$ cat src/rtl/uart_memif_poller_if.sv
// CCX memory interface between a requester and the fabric.
// Requester drives the request; the fabric answers with gnt, rdata and error.
interface scarv_ccx_memif;
   logic        req;
   logic        gnt;
   logic        wen;
   logic [3:0]  strb;
   logic [31:0] addr;
   logic [31:0] wdata;
   logic [31:0] rdata;
   logic        error;

   modport REQ (
      output req, wen, strb, addr, wdata,
      input  gnt, rdata, error
   );

   modport RSP (
      input  req, wen, strb, addr, wdata,
      output gnt, rdata, error
   );
endinterface

$ cat src/rtl/uart_memif_poller.sv
// UART register-window poller acting as a CCX requester.
// Streams TX bytes into the UART and RX bytes out, counting bus errors.
module uart_memif_poller #(
   parameter logic [31:0] UART_BASE = 32'h4000_1000,
   parameter int unsigned POLL_GAP  = 16
) (
   input  logic        g_clk,
   input  logic        g_reset,
   output logic        g_clk_req,
   input  logic        en,
   scarv_ccx_memif.REQ memif,
   input  logic        tx_valid,
   output logic        tx_ready,
   input  logic [7:0]  tx_data,
   output logic        rx_valid,
   input  logic        rx_ready,
   output logic [7:0]  rx_data,
   output logic [7:0]  err_cnt
);

   localparam int unsigned GAP_W = $clog2(POLL_GAP + 1);
   localparam logic [GAP_W-1:0] GAP_LOAD = GAP_W'(POLL_GAP - 1);

   typedef enum logic [2:0] {
      IDLE, STAT_REQ, STAT_RSP, RX_REQ,
      RX_RSP, TX_REQ, TX_RSP, WAIT
   } state_t;

   state_t state;
   state_t next_state;

   logic [GAP_W-1:0] gap_cnt;
   logic             tx_hold_valid;
   logic [7:0]       tx_hold;
   logic             rx_out_valid;

   logic        req_q, wen_q;
   logic [3:0]  strb_q;
   logic [31:0] addr_q, wdata_q;
   logic        req_d, wen_d;
   logic [3:0]  strb_d;
   logic [31:0] addr_d, wdata_d;

   logic accept;
   logic rx_avail;
   logic tx_full;
   logic in_rsp;
   logic unused_rdata;

   assign accept       = req_q && memif.gnt;
   assign rx_avail     = memif.rdata[0];
   assign tx_full      = memif.rdata[3];
   assign in_rsp       = (state == STAT_RSP) || (state == RX_RSP) ||
                         (state == TX_RSP);
   assign unused_rdata = ^memif.rdata[31:8];

   assign memif.req   = req_q;
   assign memif.wen   = wen_q;
   assign memif.strb  = strb_q;
   assign memif.addr  = addr_q;
   assign memif.wdata = wdata_q;

   assign tx_ready  = !tx_hold_valid;
   assign rx_valid  = rx_out_valid;
   assign g_clk_req = en || (state != IDLE) || tx_hold_valid || rx_out_valid;

   // FSM state register
   always_ff @(posedge g_clk or posedge g_reset) begin
      if (g_reset) state <= IDLE;
      else         state <= next_state;
   end

   // FSM next-state: RX is served before TX to limit UART overrun
   always_comb begin
      next_state = state;
      unique case (state)
         IDLE:     if (en) next_state = STAT_REQ;
         STAT_REQ: if (accept) next_state = STAT_RSP;
         STAT_RSP: begin
            if (memif.error)
               next_state = WAIT;
            else if (rx_avail && !rx_out_valid)
               next_state = RX_REQ;
            else if (tx_hold_valid && !tx_full)
               next_state = TX_REQ;
            else
               next_state = WAIT;
         end
         RX_REQ:   if (accept) next_state = RX_RSP;
         RX_RSP:   next_state = STAT_REQ;
         TX_REQ:   if (accept) next_state = TX_RSP;
         TX_RSP:   next_state = WAIT;
         WAIT: begin
            if (gap_cnt == '0)
               next_state = en ? STAT_REQ : IDLE;
         end
         default:  next_state = IDLE;
      endcase
   end

   // FSM outputs: request fields for the state being entered
   always_comb begin
      req_d   = 1'b0;
      wen_d   = wen_q;
      strb_d  = strb_q;
      addr_d  = addr_q;
      wdata_d = wdata_q;
      unique case (next_state)
         STAT_REQ: begin
            req_d  = 1'b1;
            wen_d  = 1'b0;
            strb_d = 4'hF;
            addr_d = UART_BASE + 32'h8;
         end
         RX_REQ: begin
            req_d  = 1'b1;
            wen_d  = 1'b0;
            strb_d = 4'hF;
            addr_d = UART_BASE;
         end
         TX_REQ: begin
            req_d   = 1'b1;
            wen_d   = 1'b1;
            strb_d  = 4'b0001;
            addr_d  = UART_BASE + 32'h4;
            wdata_d = {24'b0, tx_hold};
         end
         default: ;
      endcase
   end

   // Registered request outputs, held stable while stalled
   always_ff @(posedge g_clk or posedge g_reset) begin
      if (g_reset) begin
         req_q   <= 1'b0;
         wen_q   <= 1'b0;
         strb_q  <= 4'h0;
         addr_q  <= 32'h0;
         wdata_q <= 32'h0;
      end else begin
         req_q   <= req_d;
         wen_q   <= wen_d;
         strb_q  <= strb_d;
         addr_q  <= addr_d;
         wdata_q <= wdata_d;
      end
   end

   // TX holding register: errored writes keep the byte for retry
   always_ff @(posedge g_clk or posedge g_reset) begin
      if (g_reset) begin
         tx_hold_valid <= 1'b0;
         tx_hold       <= 8'h0;
      end else if (state == TX_RSP) begin
         if (!memif.error) tx_hold_valid <= 1'b0;
      end else if (tx_valid && tx_ready) begin
         tx_hold_valid <= 1'b1;
         tx_hold       <= tx_data;
      end
   end

   // RX output register: errored reads are dropped
   always_ff @(posedge g_clk or posedge g_reset) begin
      if (g_reset) begin
         rx_out_valid <= 1'b0;
         rx_data      <= 8'h0;
      end else if (state == RX_RSP && !memif.error) begin
         rx_out_valid <= 1'b1;
         rx_data      <= memif.rdata[7:0];
      end else if (rx_valid && rx_ready) begin
         rx_out_valid <= 1'b0;
      end
   end

   // Saturating bus error counter
   always_ff @(posedge g_clk or posedge g_reset) begin
      if (g_reset)
         err_cnt <= 8'h0;
      else if (in_rsp && memif.error && err_cnt != 8'hFF)
         err_cnt <= err_cnt + 8'h1;
   end

   // Poll gap counter, reloaded on every entry to WAIT
   always_ff @(posedge g_clk or posedge g_reset) begin
      if (g_reset)
         gap_cnt <= '0;
      else if (next_state == WAIT && state != WAIT)
         gap_cnt <= GAP_LOAD;
      else if (state == WAIT && gap_cnt != '0)
         gap_cnt <= gap_cnt - 1'b1;
   end

endmodule

$ cat src/flat_wrapper.sv
// flat-port wrapper written by rule: the top's interface ports become plain ports
module uart_memif_poller_flat 
#(
   parameter logic [31:0] UART_BASE = 32'h4000_1000,
   parameter int unsigned POLL_GAP  = 16
)
  (g_clk, g_reset, g_clk_req, en, tx_valid, tx_ready, tx_data, rx_valid, rx_ready, rx_data, err_cnt, memif_req, memif_wen, memif_strb, memif_addr, memif_wdata, memif_gnt, memif_rdata, memif_error);
  scarv_ccx_memif memif_i ();
  input  logic g_clk;
  input  logic g_reset;
  output logic g_clk_req;
  input  logic en;
  input  logic tx_valid;
  output logic tx_ready;
  input  logic [7:0] tx_data;
  output logic rx_valid;
  input  logic rx_ready;
  output logic [7:0] rx_data;
  output logic [7:0] err_cnt;
  output wire logic [$bits(memif_i.req)-1:0] memif_req;
  output wire logic [$bits(memif_i.wen)-1:0] memif_wen;
  output wire logic [$bits(memif_i.strb)-1:0] memif_strb;
  output wire logic [$bits(memif_i.addr)-1:0] memif_addr;
  output wire logic [$bits(memif_i.wdata)-1:0] memif_wdata;
  input wire logic [$bits(memif_i.gnt)-1:0] memif_gnt;
  input wire logic [$bits(memif_i.rdata)-1:0] memif_rdata;
  input wire logic [$bits(memif_i.error)-1:0] memif_error;
  assign memif_req = memif_i.req;
  assign memif_wen = memif_i.wen;
  assign memif_strb = memif_i.strb;
  assign memif_addr = memif_i.addr;
  assign memif_wdata = memif_i.wdata;
  assign memif_i.gnt = memif_gnt;
  assign memif_i.rdata = memif_rdata;
  assign memif_i.error = memif_error;
  uart_memif_poller #(.UART_BASE(UART_BASE), .POLL_GAP(POLL_GAP)) u_core (.g_clk(g_clk), .g_reset(g_reset), .g_clk_req(g_clk_req), .en(en), .memif(memif_i), .tx_valid(tx_valid), .tx_ready(tx_ready), .tx_data(tx_data), .rx_valid(rx_valid), .rx_ready(rx_ready), .rx_data(rx_data), .err_cnt(err_cnt));
endmodule
$ cat config.mk
export PLATFORM = sky130hd
export DESIGN_NAME = uart_memif_poller_flat
export DESIGN_NICKNAME = d
export VERILOG_FILES = /design/src/rtl/uart_memif_poller_if.sv /design/src/rtl/uart_memif_poller.sv /design/src/flat_wrapper.sv
export SDC_FILE = /design/constraint.sdc
export NUM_CORES = 1
export LEC_CHECK = 0
export ABC_AREA = 0
export CORE_MARGIN = 4
export CORE_UTILIZATION = 42
export CTS_CLUSTER_DIAMETER = 40
export DETAILED_ROUTE_END_ITERATION = 12
export HOLD_SLACK_MARGIN = 0.06
export PLACE_DENSITY = 0.95
export SLEW_MARGIN = 5
export SYNTH_ARGS = -nofsm -noshare
export SYNTH_HDL_FRONTEND = slang
export SYNTH_SLANG_ARGS = --single-unit
$ cat constraint.sdc
create_clock -name g_clk -period 6.1 [get_ports g_clk]
set_clock_uncertainty 0.2 [all_clocks]
set_input_delay 1.22 -clock g_clk [delete_from_list [all_inputs] [get_ports g_clk]]
set_output_delay 1.22 -clock g_clk [all_outputs]
set_load 0.005 [all_outputs]
Word-level counts from Yosys, hierarchy flattened
Cells that the tools add are included.
{"block": "word_totals", "regBits": 80, "inputBits": 47, "out_inout_bits": 89}
{"block": "op_classes", "n_addsub": 2, "eq_ne": 14, "muxes": 21, "bitwise": 1, "reduce_logical": 32}
{"operator": "$pmux 32 s3", "n": 1}
{"operator": "$pmux 3 s8", "n": 1}
{"operator": "$mux 3", "n": 7}
{"operator": "$eq 3x3->1 const B", "n": 6}
{"operator": "$logic_and 1x1->1", "n": 10}
{"operator": "$mux 5", "n": 2}
{"operator": "$eq 3x2->1 const B", "n": 3}
{"operator": "$add 8x1->8 const B", "n": 1}
{"operator": "$ne 8x8->1 const B", "n": 1}
{"operator": "$pmux 4 s2", "n": 1}
{"operator": "$reduce_bool 2->1", "n": 4}
{"operator": "$mux 1", "n": 7}
{"operator": "$eq 3x1->1 const B", "n": 2}
{"operator": "$reduce_bool 3->1", "n": 2}
{"operator": "$logic_not 5->1", "n": 1}
{"operator": "$logic_or 1x1->1", "n": 5}
{"operator": "$reduce_bool 5->1", "n": 1}
{"operator": "$sub 5x1->5 const B", "n": 1}
{"operator": "$logic_not 1->1", "n": 4}
{"operator": "$reduce_and 2->1", "n": 2}
{"operator": "$logic_not 3->1", "n": 1}
{"operator": "$ne 3x3->1 const B", "n": 1}
{"operator": "$reduce_or 3->1", "n": 1}
{"operator": "$mux 2", "n": 1}
{"operator": "4 further kinds", "n": 4}

Depth between registers and ports, before layout
{"block": "depth", "ltp_word": 9, "depth_mapped": 8, "ltp_nobuf": 8}

Worst setup path after synthesis
No wires, ideal clock.
{"block": "synth_path", "path_kind": "input port to output port", "from": "input port en", "to": "output port g_clk_req", "t_arrival_ns": 1.546, "setup_slack_ns": 3.134, "cell_stages": 2, "cell_sequence": "nor4_1 > nand2b_1"}
{"block": "synth_via", "elab_chain_cells": 3}
{"element": "start: declaration", "line": "flat_wrapper.sv:12", "text": "input logic en;"}
{"element": "$logic_or 1x1->1 (3 in series)", "line": "uart_memif_poller.sv:65", "text": "assign g_clk_req = en || (state != IDLE) || tx_hold_valid || rx_out_valid;"}
{"element": "end: declaration", "line": "flat_wrapper.sv:11", "text": "output logic g_clk_req;"}
No other way between the ends.

Worst setup path in the final report
Ends and elaborated chain as after synthesis.

==> metrics <==
Layout Cells excl Fill=between 300 and 400; HPWL Detailed=3640 um; Tightest Hold Check Type=flop to flop; GP Congestion=between 0.7 and 0.8; Via density=4.61; layout cells sized above 1=0.152; row count=27; Fin. Hold Viols=0; Leak=roughly 1.4 nW; post_cts resized=0; Die X=85.2 um; Syn Inst Count=around 220; WL final=4610 um; multi-input logic area=1000 um^2; setup bufs post-CTS=0; Mapped Avg Cell Area=between 10 and 15 um^2; core area=around 5600 um^2; CP arrival=2.56 ns; dpl cells=341; ANT cells=0; status=completed; Peak supply drop=~0.23 mV; GR met2 Demand/Resource=0.226; sequential fraction of the synthesis area=0.480; critical path peak fanout=3; met1 usage=0.143; post-route clock period utilization=0.652; Min-Delay Endpoint=u_core.err_cnt[7]; min-delay src=u_core.err_cnt[7]; FF+latch area=~1200 um^2; starting DRC count in detailed routing=37; RSZ-0062 raised after global routing=false; CP required=approximately 4.7 ns; number of synthesized flops with an enable pin=0; Pwr Density=about 430 nW/um^2; CP most frequent cell=clkdlybuf4s50_1; clk slew on worst S/H paths=about 0.09 ns; Die Area=between 7000 and 8000 um^2; critical path endpoint category=output port; Starting Density=0.444; internal reg-to-reg setup slack=~3.6 ns; crit path max-delay cell type=clkdlybuf4s50_1; Worst slew margin=0.350; GRT Residual Overflow=0; area share of the largest cell type after synthesis=0.480; Fmax achieved=between 200 and 300 MHz; setup TNS=0 ns; vias in the first global route=between 1500 and 2000; post-synth top area cell=dfrtp_1; DIE HEIGHT=85.2 um; commonest non-fill, non-tap cell in the layout=clkdlybuf4s50_1; Worst-Skew Late Latency=0.29 ns; YS warnings=0; Max Slew Vio Count=0; Least-Margin Pin Slew=slightly below 1 ns; met3 GRT Util=0.0398; Final min period=between 3 and 4 ns; flops & latches, synth=48; clk sinks=between 40 and 50; IO buf count=between 50 and 60; Synth cell types=39; share of flip-flops with an asynchronous set or reset=1.00; global-route wire length before repair=around 7500 um; R2R depth=8; largest net degree at the start of global routing=49; capturing point of the worst reg2reg path=u_core.memif.wdata[7]; GRT Max-Usage Layer=met2; Reg-to-Reg Start=u_core.gap_cnt[0]; # nets final=326; CTS max path bufs=2; Final setup viols=0; ys flop type=dfrtp_1; Ports=around 140; WHS Path Cells=1; fin util=0.536; type of the worst setup path=input pin to output port; TritonRoute pass-1 iters=4; post-route ant nets=0; initial antenna violation count=0; clock root buffer master=clkbuf_8; Hold Buf Count CTS=0; CP cell instances=clkdlybuf4s50_1 > nor4_1 > nand2b_1 > clkdlybuf4s50_1; CTS tree=built; Max Cap Viol=0; wire length per cell=about 13 um; Worst setup SP type=input pin; Global Route Usage Sum=0.125; Residual DRC=0; Layout fillers=a little over 500; htree depth=2; CTS buffer count=5; synthesized area=around 2500 um^2; vias after detailed routing=approximately 1600; top post-synthesis cells by area=dfrtp_1 48%, buf_4 17%, mux2_2 11%; Crit path largest cell delay=~0.47 ns; most frequent cells in the layout=59 x clkdlybuf4s50_1, 52 x conb_1, 48 x dfrtp_1; Area growth syn-to-layout=20.7%
==> worst max-delay path: cells and delay by family <==
kind / cells / cell delay, ns
buf+inv: 2 / 0.93
simple gates: 2 / 0.40
==> metal layers <==
layer / wire [um] / vias to the layer above
li1: - / 750
met2: 2330 / 74
met1: 1780 / 777
met4: 43 / 0
met5: 0 / -
met3: 455 / 7
==> worst max-delay path by stage <==
stage,from,to,depth (start not counted)
floorplan,en,g_clk_req,2
global placement,en,g_clk_req,4
detailed placement,en,g_clk_req,4
CTS,en,g_clk_req,4
global route,en,g_clk_req,4
finish,en,g_clk_req,4
==> power breakdown <==
part           switching (W)  internal (W)  total, W
registers           0.000113      0.000451  0.000563
logic               0.000218      0.000327  0.000545
clock network       0.000105     0.0000814  0.000187
total               0.000437      0.000859   0.00130
==> sequential cells by signal, summed over array words and instances, names as in the netlist, 2 cells and up <==
signal	cells
u_core.err_cnt	8
u_core.gap_cnt	5
u_core.memif.addr	2
u_core.memif.strb	2
u_core.memif.wdata	8
u_core.rx_data	8
u_core.state	3
u_core.tx_hold	8
==> kinds of logic after synthesis <==
group	count (synthesis)	synth area share
buffers and inverters	73	0.197
DFF	48	0.480
and+or+nand+nor	41	0.101
muxes	25	0.112
AOI/OAI and AO/OA	18	0.0580
xor gates and xnor gates	10	0.0350
adders and majority gates	3	0.0150
other	1	0.00150
==> through the flow <==
stage	setup WS [ns]	hold slack (ns)	instance area [um^2]	power (W)
2_1_floorplan	3.13	0.274	2700	0.000888
3_3_place_gp	2.12	0.278	2930	0.00109
3_5_place_dp	2.12	0.285	2930	0.00112
4_1_cts	2.12	0.306	3020	0.00131
5_1_grt	1.94	0.329	3020	0.00139
6_report	2.12	0.300	3020	0.00130
==> layout make-up <==
| class | count | share of cell area |
|---|---|---|
| clock buffer | 5 | 0.0228 |
| tap | 72 | 0.0298 |
| sequential | 48 | 0.398 |
| inverter | 13 | 0.0161 |
| timing repair buffer | 59 | 0.195 |
| clock inverter | 3 | 0.00704 |
| multi-input combinational | 149 | 0.331 |
==> synth_stat cells (3+ instances only) <==
| library cell | count |
|---|---|
| nand2_1 | 8 |
| ha_1 | 3 |
| nand4_1 | 5 |
| dfrtp_1 | 48 |
| nor2_1 | 5 |
| xnor2_1 | 6 |
| xor2_1 | 4 |
| nor4_1 | 4 |
| buf_4 | 58 |
| mux2_2 | 25 |
| nand3_1 | 4 |
| inv_1 | 12 |
| a21o_1 | 3 |
Power figures use the tool's default switching activity.
